### src/rtl/cordic_rotator.sv
`default_nettype none
// +----------------------------------------------------------------------------+
// | cordic_rotator: iterative rotation-mode CORDIC, cos/sin of a degree angle  |
// | Revision: 1.0                                                              |
// +----------------------------------------------------------------------------+
module cordic_rotator #(
  parameter int ANG_W  = 22,
  parameter int DATA_W = 18,
  parameter int ITER   = 16,
  parameter int GUARD  = 2,
  parameter int X_INIT = 39797
) (
  input  logic              clk,
  input  logic              rst_n,
  input  logic              start,
  input  logic [ANG_W-1:0]  angle_in,
  output logic [3:0]        lut_idx,
  input  logic [ANG_W-1:0]  lut_angle,
  output logic              busy,
  output logic              done,
  output logic              err,
  output logic [DATA_W-1:0] cos_out,
  output logic [DATA_W-1:0] sin_out
);

  localparam int XW = DATA_W + GUARD;
  localparam logic signed [ANG_W-1:0]  c_ang_max = ANG_W'(368640);
  localparam logic signed [ANG_W-1:0]  c_ang_min = ANG_W'(-368640);
  localparam logic [3:0]               c_last    = 4'(ITER - 1);
  localparam logic signed [XW-1:0]     c_x_init  = XW'(X_INIT);
  localparam logic signed [DATA_W-1:0] c_out_max = {1'b0, {(DATA_W-1){1'b1}}};
  localparam logic signed [DATA_W-1:0] c_out_min = {1'b1, {(DATA_W-1){1'b0}}};
  localparam logic signed [XW-1:0]     c_sat_hi  = {{GUARD{1'b0}}, c_out_max};
  localparam logic signed [XW-1:0]     c_sat_lo  = {{GUARD{1'b1}}, c_out_min};

  // S_REJECT holds busy for one cycle so an out-of-range request still takes two cycles
  typedef enum logic [1:0] {
    S_IDLE   = 2'd0,
    S_RUN    = 2'd1,
    S_REJECT = 2'd2,
    S_DONE   = 2'd3
  } state_t;

  state_t                   r_state;
  logic signed [XW-1:0]     r_x;
  logic signed [XW-1:0]     r_y;
  logic signed [ANG_W-1:0]  r_z;
  logic [3:0]               r_i;

  logic signed [XW-1:0]     w_xs;
  logic signed [XW-1:0]     w_ys;
  logic signed [XW-1:0]     w_x_nxt;
  logic signed [XW-1:0]     w_y_nxt;
  logic signed [ANG_W-1:0]  w_z_nxt;
  logic                     w_ang_bad;

  function automatic logic [DATA_W-1:0] sat(input logic signed [XW-1:0] v);
    if (v > c_sat_hi)      sat = c_out_max;
    else if (v < c_sat_lo) sat = c_out_min;
    else                   sat = v[DATA_W-1:0];
  endfunction

  always_comb begin
    w_xs    = r_x >>> r_i;
    w_ys    = r_y >>> r_i;
    w_x_nxt = r_x;
    w_y_nxt = r_y;
    w_z_nxt = r_z;
    if (!r_z[ANG_W-1]) begin
      w_x_nxt = r_x - w_ys;
      w_y_nxt = r_y + w_xs;
      w_z_nxt = r_z - signed'(lut_angle);
    end else begin
      w_x_nxt = r_x + w_ys;
      w_y_nxt = r_y - w_xs;
      w_z_nxt = r_z + signed'(lut_angle);
    end
  end

  assign w_ang_bad = (signed'(angle_in) > c_ang_max) || (signed'(angle_in) < c_ang_min);

  // r_i is cleared whenever RUN ends, so it doubles as the zero-outside-RUN LUT index
  assign lut_idx = r_i;

  always_ff @(posedge clk or negedge rst_n) begin
    if (!rst_n) begin
      r_state <= S_IDLE;
      r_x     <= '0;
      r_y     <= '0;
      r_z     <= '0;
      r_i     <= '0;
      busy    <= 1'b0;
      done    <= 1'b0;
      err     <= 1'b0;
      cos_out <= '0;
      sin_out <= '0;
    end else begin
      case (r_state)
        S_IDLE: begin
          if (start) begin
            busy    <= 1'b1;
            r_i     <= '0;
            r_x     <= c_x_init;
            r_y     <= '0;
            r_z     <= angle_in;
            r_state <= w_ang_bad ? S_REJECT : S_RUN;
          end
        end
        S_RUN: begin
          r_x <= w_x_nxt;
          r_y <= w_y_nxt;
          r_z <= w_z_nxt;
          if (r_i == c_last) begin
            r_i     <= '0;
            r_state <= S_DONE;
            busy    <= 1'b0;
            done    <= 1'b1;
            err     <= 1'b0;
            cos_out <= sat(w_x_nxt);
            sin_out <= sat(w_y_nxt);
          end else begin
            r_i <= r_i + 4'd1;
          end
        end
        S_REJECT: begin
          r_state <= S_DONE;
          busy    <= 1'b0;
          done    <= 1'b1;
          err     <= 1'b1;
          cos_out <= '0;
          sin_out <= '0;
        end
        S_DONE: begin
          done    <= 1'b0;
          r_state <= S_IDLE;
        end
        default: r_state <= S_IDLE;
      endcase
    end
  end

endmodule
`default_nettype wire

### config.mk
export PLATFORM = sky130hd
export DESIGN_NAME = cordic_rotator
export DESIGN_NICKNAME = d
export VERILOG_FILES = /design/src/rtl/cordic_rotator.sv
export SDC_FILE = /design/constraint.sdc
export NUM_CORES = 1
export LEC_CHECK = 0
export ABC_AREA = 1
export CORE_MARGIN = 3
export CORE_UTILIZATION = 60
export CTS_CLUSTER_DIAMETER = 40
export CTS_CLUSTER_SIZE = 12
export DETAILED_ROUTE_END_ITERATION = 8
export PLACE_DENSITY_LB_ADDON = 0.12
export SYNTH_ARGS = -nofsm -noshare
export SYNTH_HDL_FRONTEND = slang
export SYNTH_SLANG_ARGS = --single-unit
### constraint.sdc
create_clock -name clk -period 5.6 [get_ports clk]
set_input_delay 0.56 -clock clk [delete_from_list [all_inputs] [get_ports clk]]
set_output_delay 0.56 -clock clk [all_outputs]
set_load 0.01 [all_outputs]
Word-level counts from Yosys, hierarchy flattened
Index checks and enable logic that the tools add are counted.
{"block": "word_totals", "regBits": 107, "latch_bits": 0, "ramBits": 0, "romBits": 0, "in_bits": 47, "out_inout_bits": 43, "elab_cells": 72, "n_memories": 0}
{"block": "op_classes", "addsub": 7, "mul": 0, "div": 0, "order_cmp": 6, "eq_ne": 6, "n_shift": 2, "n_mux": 30, "n_bitwise": 0, "n_reduce_logical": 11}
{"operator": "18-bit 2-to-1 mux", "count": 6}
{"operator": "20-bit 2-to-1 mux", "count": 4}
{"operator": "20-bit case mux with 2 select lines", "count": 2}
{"operator": "18-bit case mux with 2 select lines", "count": 2}
{"operator": "22-bit 2-to-1 mux", "count": 2}
{"operator": "22-bit case mux with 2 select lines", "count": 1}
{"operator": "20-bit adder", "count": 2}
{"operator": "20-bit by 18-bit greater-than comparator with 1-bit output (second input constant)", "count": 2}
{"operator": "20-bit by 18-bit < comparator with 1-bit output (second input constant)", "count": 2}
{"operator": "20-bit by 4-bit >>> shifter with 20-bit output", "count": 2}
{"operator": "20-bit subtractor", "count": 2}
{"operator": "22-bit adder", "count": 1}
{"operator": "22-bit by 20-bit greater-than comparator with 1-bit output (second input constant)", "count": 1}
{"operator": "22-bit by 20-bit < comparator with 1-bit output (second input constant)", "count": 1}
{"operator": "22-bit subtractor", "count": 1}
{"operator": "4-bit 2-to-1 mux", "count": 2}
{"operator": "2-bit case mux with 4 select lines", "count": 1}
{"operator": "4-bit case mux with 2 select lines", "count": 1}
{"operator": "2-bit AND reduction", "count": 4}
{"operator": "2-bit 2-to-1 mux", "count": 3}
{"operator": "1-bit case mux with 3 select lines", "count": 2}
{"operator": "3-bit nonzero test", "count": 2}
{"operator": "4-bit by 1-bit adder with 4-bit output (second input constant)", "count": 1}
{"operator": "2-bit equality test (second input constant)", "count": 2}
{"operator": "9 further kinds", "count": 13}

Logic depth before layout (Yosys ltp)
Gate-level depths: netlist (run 1).
{"block": "depth", "ltp_word": 8, "mapped_depth": 32, "ltp_nobuf": 31}

Worst setup path after synthesis (run 1)
OpenSTA, ideal clock, no wires.
{"block": "synth_timing", "kind": "reg-to-reg", "from": "reg r_i[0] (netlist: lut_idx[0])", "to": "reg sin_out[13]", "setup_time_ns": 0.123, "arrival_time_ns": 3.845, "required_ns": 5.477, "path_slack_ns": 1.632, "stages_incl_launch_ff": 27, "n_path_buf": 3, "period_less_slack_ns": 3.968, "cell_sequence": "dfrtp_1 > buf_2 > buf_6 > nand2_1 > nand3_1 > nand3_1 > nand2_1 > nand2_1 > nand2_1 > inv_1 > ha_1 > inv_1 > nor3_1 > nand3_1 > o21ai_1 > o21ai_0 > xor2_1 > ha_1 > nand2_1 > nor4_1 > nand4_1 > nand3_1 > nand3b_1 > nand3_2 > buf_4 > nand3_1 > nand3_2"}
{"block": "synth_via", "elab_chain_len": 8, "elab_cells_between_ends": 13, "classes_between": "2 x add/sub; 2 x order compare; 2 x eq/ne; 1 x shift; 5 x mux; 1 x reduce/logical"}
{"item": "start: declaration", "line": "48", "source": "logic [3:0] r_i;"}
{"item": "start signal: assignment", "line": "122", "source": "r_i <= r_i + 4'd1;"}
{"item": "20-bit by 4-bit >>> shifter with 20-bit output", "line": "64", "source": "w_xs = r_x >>> r_i;"}
{"item": "20-bit adder / 20-bit subtractor (equally long branches)", "line": "71, 75"}
{"item": "20-bit 2-to-1 mux", "line": "69", "source": "if (!r_z[ANG_W-1]) begin"}
{"item": "20-bit by 18-bit < comparator with 1-bit output", "line": "59", "source": "else if (v < c_sat_lo) sat = c_out_min;"}
{"item": "18-bit 2-to-1 mux", "line": "59"}
{"item": "18-bit 2-to-1 mux", "line": "58", "source": "if (v > c_sat_hi) sat = c_out_max;"}
{"item": "18-bit 2-to-1 mux", "line": "113", "source": "if (r_i == c_last) begin"}
{"item": "18-bit case mux with 2 select lines", "line": "98", "source": "case (r_state)"}
{"item": "end signal: assignment", "line": "120", "source": "sin_out <= sat(w_y_nxt);"}
{"item": "end: declaration", "line": "23", "source": "output logic [DATA_W-1:0] sin_out"}
Parallel ways exist; a longest one is shown, timed or not. The select of a mux whose other input is x is not followed.
A chain may end at the register's enable or synchronous reset.

Worst setup path after layout (run 1)
{"block": "layout_timing", "from": "reg r_i[1] (netlist: lut_idx[1])", "to": "reg cos_out[2]"}
{"block": "layout_via", "elab_chain_len": 8, "elab_cells_between_ends": 13, "classes_between": "2 x add/sub; 2 x order compare; 2 x eq/ne; 1 x shift; 5 x mux; 1 x reduce/logical"}
{"item": "20-bit by 4-bit >>> shifter with 20-bit output", "line": "65", "source": "w_ys = r_y >>> r_i;"}
{"item": "20-bit subtractor / 20-bit adder (equally long branches)", "line": "70, 74"}
{"item": "20-bit 2-to-1 mux", "line": "69"}
{"item": "20-bit by 18-bit < comparator with 1-bit output", "line": "59"}
{"item": "18-bit 2-to-1 mux", "line": "59"}
{"item": "18-bit 2-to-1 mux", "line": "58"}
{"item": "18-bit 2-to-1 mux", "line": "113"}
{"item": "18-bit case mux with 2 select lines", "line": "98"}
{"item": "end signal: assignment", "line": "119", "source": "cos_out <= sat(w_x_nxt);"}
{"item": "end: declaration", "line": "22", "source": "output logic [DATA_W-1:0] cos_out,"}
Parallel ways exist; a longest one is shown, timed or not. The select of a mux whose other input is x is not followed.

==> flow_summary_export.csv, run 1 <==
group,metric,value,unit
run_status,run_status,"finished, final reports clean",
critical_path,worst-setup-path-type,"register to register",
global_route,global_route.usage.total,0.327,
cells_and_area,areaGrowthSynthToFinish,12.0,%
placed_design,buffer_ports.inserted,89,
worst_hold_path,worst_min_delay_path_category,"primary input to asynchronous set/reset pin",
logic_synthesis,ys_async_sr_fraction,1.00,
logic_synthesis,netlist_top_cells_area,"sky130_fd_sc_hd__dfrtp_1 (26%), sky130_fd_sc_hd__nand2_1 (16%), sky130_fd_sc_hd__nand3_1 (12%)",
critical_path,crit_path_cell_trace,"buf_4, nand3_1, nand3_1, nand2_1, nand2_1, nand2_1, inv_1, ha_1, nand4_1, nor2_1, nand2_1, o21ai_1, xor2_1, inv_1, ha_1, a21oi_1, o21ai_0, a21oi_1, nand2_1, a21oi_1, nand3_1, nand2_2, nand3_2, nand3_1",
routing,ant_nets,0,
critical_path,worst_ep_arrival_time,5.28,ns
floorplanning,chipWidth,138,um
clocking,cts_sink_cnt,107,
floorplanning,floorplan.initialDensity,0.623,
global_route,maximum_number_of_pins_on_one_net_before_global_route_repair,72,
routing,drc,0,
critical_path,crit_required,5.90,ns
timing,final.hold.worst_slack,0.160,ns
timing,worstMarginPinSlew,0.985,ns
logic_synthesis,syn_nets,1689,
cells_and_area,antenna_cells_inserted,0,
placed_design,finalWeightedCongestion,1.01,
timing,setup_violations,0,
logic_synthesis,flip_flop_cell_with_the_highest_count_after_synthesis,"sky130_fd_sc_hd__dfrtp_1",
timing,setup_skew_after_layout,0.0123,ns
floorplanning,design.die.area,19100,um^2
global_route,grt_antenna_before_repair,0,
clocking,cts_htree_levels,3,
critical_path,critical_path.endpoint_type,"register",
cells_and_area,finalCoreUtilization,0.698,
critical_path,worstSetupPathDepth,24,
critical_path,timing.critical_path.max_delay_family,"simple AND/OR/NAND/NOR gates",
global_route,congestion_overflow_gr,0,
floorplanning,die_h,138,um
timing,maxClockFrequency,201,MHz
routing,drt-pass1-iter-count,6,
logic_synthesis,number_of_enable_flip_flop_cells_after_synthesis,0,
timing,min_period_over_period,0.890,
clocking,holdBufCountCts,0,
routing,routed_via_density,6.03,
logic_synthesis,netlist.area_leader.share,0.255,
logic_synthesis,ys_seq_area_frac,0.255,
floorplanning,ioPinCount,90,
floorplanning,placementRows,47,
routing,vias,11100,
critical_path,number_of_buffers_and_inverters_on_the_critical_path,3,
placed_design,place_hpwl,24300,um
clocking,clock_path_buffers,2,
global_route,global_route_wire_length_before_repair,52200,um
cells_and_area,layout-drive-gt1-share,0.0436,
timing,timing_max_transition_violations_final,0,
logic_synthesis,ys_ff_latch,107,
critical_path,worst_reg_to_reg_path_cell_count,24,
logic_synthesis,yosysWarningCount,0,
cells_and_area,nets,1741,
routing,wire_per_inst,17.3,um
clocking,cts_root_buffer,"sky130_fd_sc_hd__clkbuf_16",
clocking,post-cts-setup-buffer-count,0,
logic_synthesis,post-synth-top-area-cell,"sky130_fd_sc_hd__dfrtp_1",
critical_path,start_kind,"register",
cells_and_area,fillers,1539,
timing,grt_setup_unrepaired,"no",
placed_design,placement.setup.worst_slack,0.735,ns
timing,finalHoldViolCount,0,
logic_synthesis,synth_cells,1571,
routing,drtIter0Drc,978,
clocking,clkLatencyLatePin,0.38,ns
clocking,gates_resized_cts_repair,0,
clocking,numCtsBuffers,9,
logic_synthesis,syn_area_per_cell,6.67,um^2
critical_path,crit_path_top_delay_cell,"sky130_fd_sc_hd__dfrtp_1",
timing,slew-limit-headroom,0.342,
run,drv_cap,0,
clocking,clk_pin_slew,0.08,ns
logic_synthesis,synth_cell_types,44,
critical_path,critical_path.max_stage_delay,0.66,ns
critical_path,critical_path.most_common_cell,"sky130_fd_sc_hd__nand2_1",
critical_path,crit_fanout,25,
routing,wirelength,32000,um
timing,layout_min_cycle_time,4.98,ns
global_route,grt_pass1_vias,10800,
logic_synthesis,syn_area,10500,um^2
timing,totalNegativeSetupSlack,0,ns
timing,worst_slack,0.617,ns
floorplanning,core_region_area,16800,um^2
clocking,cts_tree,"built",
layer usage:
layer,GRT usage,up-vias,part of all wire
met5,0,-,0
met4,0.168,0,0.049
met3,0.0428,100,0.065
met2,0.548,452,0.47
met1,0.416,5173,0.41
li1,-,5410,-
stage by stage:
| step | std cells | cell area [um^2] |
|---|---|---|
| 5_1_grt | 1848 | 11700 |
| 6_report | 1848 | 11700 |
| 2_1_floorplan | 1571 | 10500 |
| 4_1_cts | 1848 | 11700 |
| 3_5_place_dp | 1832 | 11500 |
| 3_3_place_gp | 1832 | 11500 |
registers in the layout, indices dropped and copies added, names as in the netlist:
name and count:
sin_out 18, lut_idx 4, busy 1, err 1
r_state 2, r_y 20, cos_out 18, r_x 20
r_z 22, done 1
worst register-to-register path, cell delays in order (launching register included):
cell	delay (ns)
sky130_fd_sc_hd__dfrtp_1	0.66
sky130_fd_sc_hd__buf_4	0.38
sky130_fd_sc_hd__nand3_1	0.17
sky130_fd_sc_hd__nand3_1	0.16
sky130_fd_sc_hd__nand2_1	0.06
sky130_fd_sc_hd__nand2_1	0.06
sky130_fd_sc_hd__nand2_1	0.18
sky130_fd_sc_hd__inv_1	0.11
sky130_fd_sc_hd__ha_1	0.19
sky130_fd_sc_hd__nand4_1	0.15
sky130_fd_sc_hd__nor2_1	0.19
sky130_fd_sc_hd__nand2_1	0.09
sky130_fd_sc_hd__o21ai_1	0.23
sky130_fd_sc_hd__xor2_1	0.20
sky130_fd_sc_hd__inv_1	0.06
sky130_fd_sc_hd__ha_1	0.35
sky130_fd_sc_hd__a21oi_1	0.23
sky130_fd_sc_hd__o21ai_0	0.12
sky130_fd_sc_hd__a21oi_1	0.15
sky130_fd_sc_hd__nand2_1	0.11
sky130_fd_sc_hd__a21oi_1	0.17
sky130_fd_sc_hd__nand3_1	0.14
sky130_fd_sc_hd__nand2_2	0.16
sky130_fd_sc_hd__nand3_2	0.35
sky130_fd_sc_hd__nand3_1	0.23
kinds of logic (layout without fill, tap and decap cells):
group                    Yosys count  after routing  share of synthesized area
buffers and inverters            193            250                     0.0777
AO/OA/AOI/OAI                    266            266                      0.144
flip-flops                       107            107                      0.255
adder cells (fa/ha/maj)           71             71                     0.0869
XOR/XNOR                          97             97                     0.0810
AND/OR/NAND/NOR                  837            837                      0.355
synth_stat cells, drive strengths merged, types with 9 or more instances:
library cell	instances
a22o	17
o21ai	101
a21oi	98
nor3	11
clkbuf	33
nand4	13
xor2	74
o211ai	11
o22ai	10
inv	124
nor4	9
nand3	274
xnor2	23
ha	68
nand2	440
buf	34
a31oi	9
dfrtp	107
nor2	78
worst paths after layout:
check                      startpoint  slack [ns]          to
max in group asynchronous       rst_n        4.10     r_x[13]
min in group clk           sin_out[0]        0.49  sin_out[0]
max                        lut_idx[1]        0.62  cos_out[2]
max reg2reg                lut_idx[1]        0.62  cos_out[2]
min reg2reg                sin_out[0]        0.49  sin_out[0]
min                             rst_n        0.16     r_y[13]
layout make-up:
type / instances / area (um^2) / share of cell area
Clock buffer: 10 / 229 / 0.0195
Clock inverter: 6 / 61.3 / 0.00522
Inverter: 126 / 473 / 0.0403
Multi-Input combinational cell: 1271 / 6990 / 0.596
Sequential cell: 107 / 2680 / 0.228
Tap cell: 220 / 275 / 0.0234
Timing Repair Buffer: 108 / 1030 / 0.0878
layout by cell type, fill, tap and decap left out, types with 5 or more instances in the layout:
cell type,instances
sky130_fd_sc_hd__nor2_1,74
sky130_fd_sc_hd__nand2_1,435
sky130_fd_sc_hd__a21oi_1,96
sky130_fd_sc_hd__ha_1,68
sky130_fd_sc_hd__xnor2_1,23
sky130_fd_sc_hd__o21ai_0,98
sky130_fd_sc_hd__nand3_2,19
sky130_fd_sc_hd__nand4_1,13
sky130_fd_sc_hd__clkbuf_16,9
sky130_fd_sc_hd__nor3_1,11
sky130_fd_sc_hd__buf_4,20
sky130_fd_sc_hd__nor4_1,9
sky130_fd_sc_hd__a22o_1,17
sky130_fd_sc_hd__dfrtp_1,107
sky130_fd_sc_hd__nand2_2,5
sky130_fd_sc_hd__nand3b_1,7
sky130_fd_sc_hd__a21o_1,5
sky130_fd_sc_hd__o22ai_1,10
sky130_fd_sc_hd__a31oi_1,9
sky130_fd_sc_hd__nand3_1,254
sky130_fd_sc_hd__o211ai_1,11
sky130_fd_sc_hd__inv_1,121
sky130_fd_sc_hd__clkdlybuf4s50_1,88
sky130_fd_sc_hd__xor2_1,74
Power of run 1 is not shown: default switching activity piles up to over one toggle a cycle in this logic, so the estimate is an artifact.
==> run 2: changes to the inputs <==
SLEW_MARGIN = 10   (was unset)
==> results of run 2 <==
Final layout, timing and power as in run 1 (identical DEF).
Power of run 2 is left out for the same reason.
==> run 3: changes to the inputs <==
PLACE_DENSITY = 0.92   (was unset)
PLACE_DENSITY_LB_ADDON = unset   (was 0.12)
==> flow_summary_export.csv, run 3 (same netlist as run 1, synthesis figures left out) <==
group,metric,value,unit
run_status,run_status,"finished, final reports clean",
global_route,grt_antenna_before_repair,0,
routing,drt-pass1-iter-count,6,
timing,layout_min_cycle_time,5.04,ns
routing,drc,0,
critical_path,start_kind,"register",
critical_path,crit_required,5.88,ns
routing,routed_via_density,6.09,
timing,grt_setup_unrepaired,"no",
cells_and_area,layout.cells.most_common_list,"sky130_fd_sc_hd__nand2_1 (435), sky130_fd_sc_hd__nand3_1 (254), sky130_fd_sc_hd__inv_1 (121), sky130_fd_sc_hd__dfrtp_1 (107), sky130_fd_sc_hd__o21ai_0 (98)",
global_route,global_route.usage.total,0.334,
cells_and_area,sequential_area,2680,um^2
clocking,clkLatencyLatePin,0.36,ns
floorplanning,chipWidth,138,um
global_route,grt_pass1_vias,10900,
clocking,numCtsBuffers,9,
global_route,use_met1,0.444,
cells_and_area,layout-drive-gt1-share,0.0436,
clocking,gates_resized_cts_repair,0,
floorplanning,placementRows,47,
global_route,met3_usage_in_global_routing,0.0463,
global_route,congestion_overflow_gr,0,
routing,vias,11300,
floorplanning,core_region_area,16800,um^2
run,drv_cap,0,
timing,maxClockFrequency,199,MHz
timing,setup_violations,0,
timing,worstMarginPinSlew,1.12,ns
clocking,clk_pin_slew,0.08,ns
cells_and_area,reg_top3,"r_z x22, r_x x20, r_y x20",
global_route,globalRouteMet2Util,0.550,
cells_and_area,antenna_cells_inserted,0,
placed_design,finalWeightedCongestion,0.977,
cells_and_area,fillers,1474,
cells_and_area,multiInputGateArea,6990,um^2
timing,timing_max_transition_violations_final,0,
critical_path,worst-setup-path-type,"register to register",
clocking,cts_tree,"built",
cells_and_area,top_register,"r_z",
clocking,clock_path_buffers,2,
routing,wirelength,32600,um
critical_path,critical_path.endpoint_type,"register",
cells_and_area,layout_commonest_cell,"sky130_fd_sc_hd__nand2_1",
worst_hold_path,worst_min_delay_path_category,"primary input to asynchronous set/reset pin",
timing,slew-limit-headroom,0.256,
critical_path,crit_fanout,40,
clocking,cts_sink_cnt,107,
critical_path,setup_slack_of_the_worst_register_to_register_path,0.56,ns
critical_path,worst_reg_to_reg_path_cell_count,27,
floorplanning,ioPinCount,90,
timing,min_period_over_period,0.899,
cells_and_area,areaGrowthSynthToFinish,12.2,%
cells_and_area,largest_register_ff_count,22,
clocking,holdBufCountCts,0,
floorplanning,design.die.area,19100,um^2
timing,finalHoldViolCount,0,
floorplanning,floorplan.initialDensity,0.623,
routing,drtIter0Drc,1084,
routing,ant_nets,0,
placed_design,place_hpwl,24800,um
clocking,cts_htree_levels,3,
timing,totalNegativeSetupSlack,0,ns
global_route,maximum_number_of_pins_on_one_net_before_global_route_repair,62,
global_route,grt.busiest_layer,"met2",
floorplanning,die_h,138,um
critical_path,worst_ep_arrival_time,5.32,ns
cells_and_area,nets,1741,
global_route,global_route_wire_length_before_repair,53600,um
routing,wire_per_inst,17.7,um
timing,setup_skew_after_layout,0.0104,ns
clocking,post-cts-setup-buffer-count,0,
placed_design,buffer_ports.inserted,89,
clocking,cts_root_buffer,"sky130_fd_sc_hd__clkbuf_16",
==> run 3: changes by cell type in the layout (fill, tap and decap cells not counted), sizes merged <==
cell / previous run / this run
clkinvlp: 1 / 0
clkinv: 5 / 3
inv: 126 / 127
clkbuf: 10 / 11
bufinv: 0 / 1
==> run 3: cell type report <==
type / count / share of cell area
Clock buffer: 11 / 0.0206
Clock inverter: 5 / 0.00574
Inverter: 126 / 0.0402
Multi-Input combinational cell: 1271 / 0.595
Sequential cell: 107 / 0.228
Tap cell: 220 / 0.0234
Timing Repair Buffer: 108 / 0.0877
==> run 3: metal layers <==
| layer | vias up | part of all wire | wire (um) |
|---|---|---|---|
| met1 | 5244 | 0.41 | 13400 |
| met2 | 526 | 0.47 | 15300 |
| met3 | 87 | 0.083 | 2690 |
| met5 | - | 0 | 0 |
| li1 | 5406 | - | - |
| met4 | 0 | 0.037 | 1220 |
==> run 3: worst paths after layout <==
check                            start     endpoint
setup / recovery            lut_idx[0]  cos_out[11]
max in group asynchronous        rst_n       r_x[9]
setup reg to reg            lut_idx[0]  cos_out[11]
min in group clk           cos_out[15]  cos_out[15]
hold / removal                   rst_n      r_y[15]
hold reg to reg            cos_out[15]  cos_out[15]
==> run 3: worst max-delay path: stages (launching register included) <==
cell and delay (ns):
sky130_fd_sc_hd__dfrtp_1 0.38, sky130_fd_sc_hd__buf_4 0.21, sky130_fd_sc_hd__inv_2 0.48, sky130_fd_sc_hd__nand2_1 0.14, sky130_fd_sc_hd__nand3_1 0.13, sky130_fd_sc_hd__nand3_1 0.13, sky130_fd_sc_hd__nand2_1 0.13, sky130_fd_sc_hd__nand2_1 0.06
sky130_fd_sc_hd__nand2_1 0.17, sky130_fd_sc_hd__inv_1 0.06, sky130_fd_sc_hd__ha_1 0.23, sky130_fd_sc_hd__nand4_1 0.12, sky130_fd_sc_hd__nor2_1 0.09, sky130_fd_sc_hd__a31oi_1 0.19, sky130_fd_sc_hd__xor2_1 0.27, sky130_fd_sc_hd__inv_1 0.08
sky130_fd_sc_hd__ha_1 0.37, sky130_fd_sc_hd__a21oi_1 0.22, sky130_fd_sc_hd__o21ai_0 0.10, sky130_fd_sc_hd__a21oi_1 0.12, sky130_fd_sc_hd__nand2_1 0.11, sky130_fd_sc_hd__nand2_1 0.08, sky130_fd_sc_hd__o211ai_1 0.09, sky130_fd_sc_hd__xor2_1 0.21
sky130_fd_sc_hd__inv_1 0.08, sky130_fd_sc_hd__nand2_1 0.10, sky130_fd_sc_hd__nand3_2 0.35, sky130_fd_sc_hd__nand3_1 0.24
==> run 3: metrics by stage <==
stage	std cells	setup slack (ns)	hold WS, ns	instance area (um^2)	utilization
after floorplan	1571	1.63	0.264	10500	-
after global placement	1832	0.727	0.465	11500	0.681
after detailed placement	1832	0.686	0.465	11500	0.681
after CTS	1848	0.653	0.241	11800	0.699
after global routing	1848	0.0693	0.258	11800	0.699
final	1848	0.563	0.212	11800	0.699
Power of run 3 is left out for the same reason.
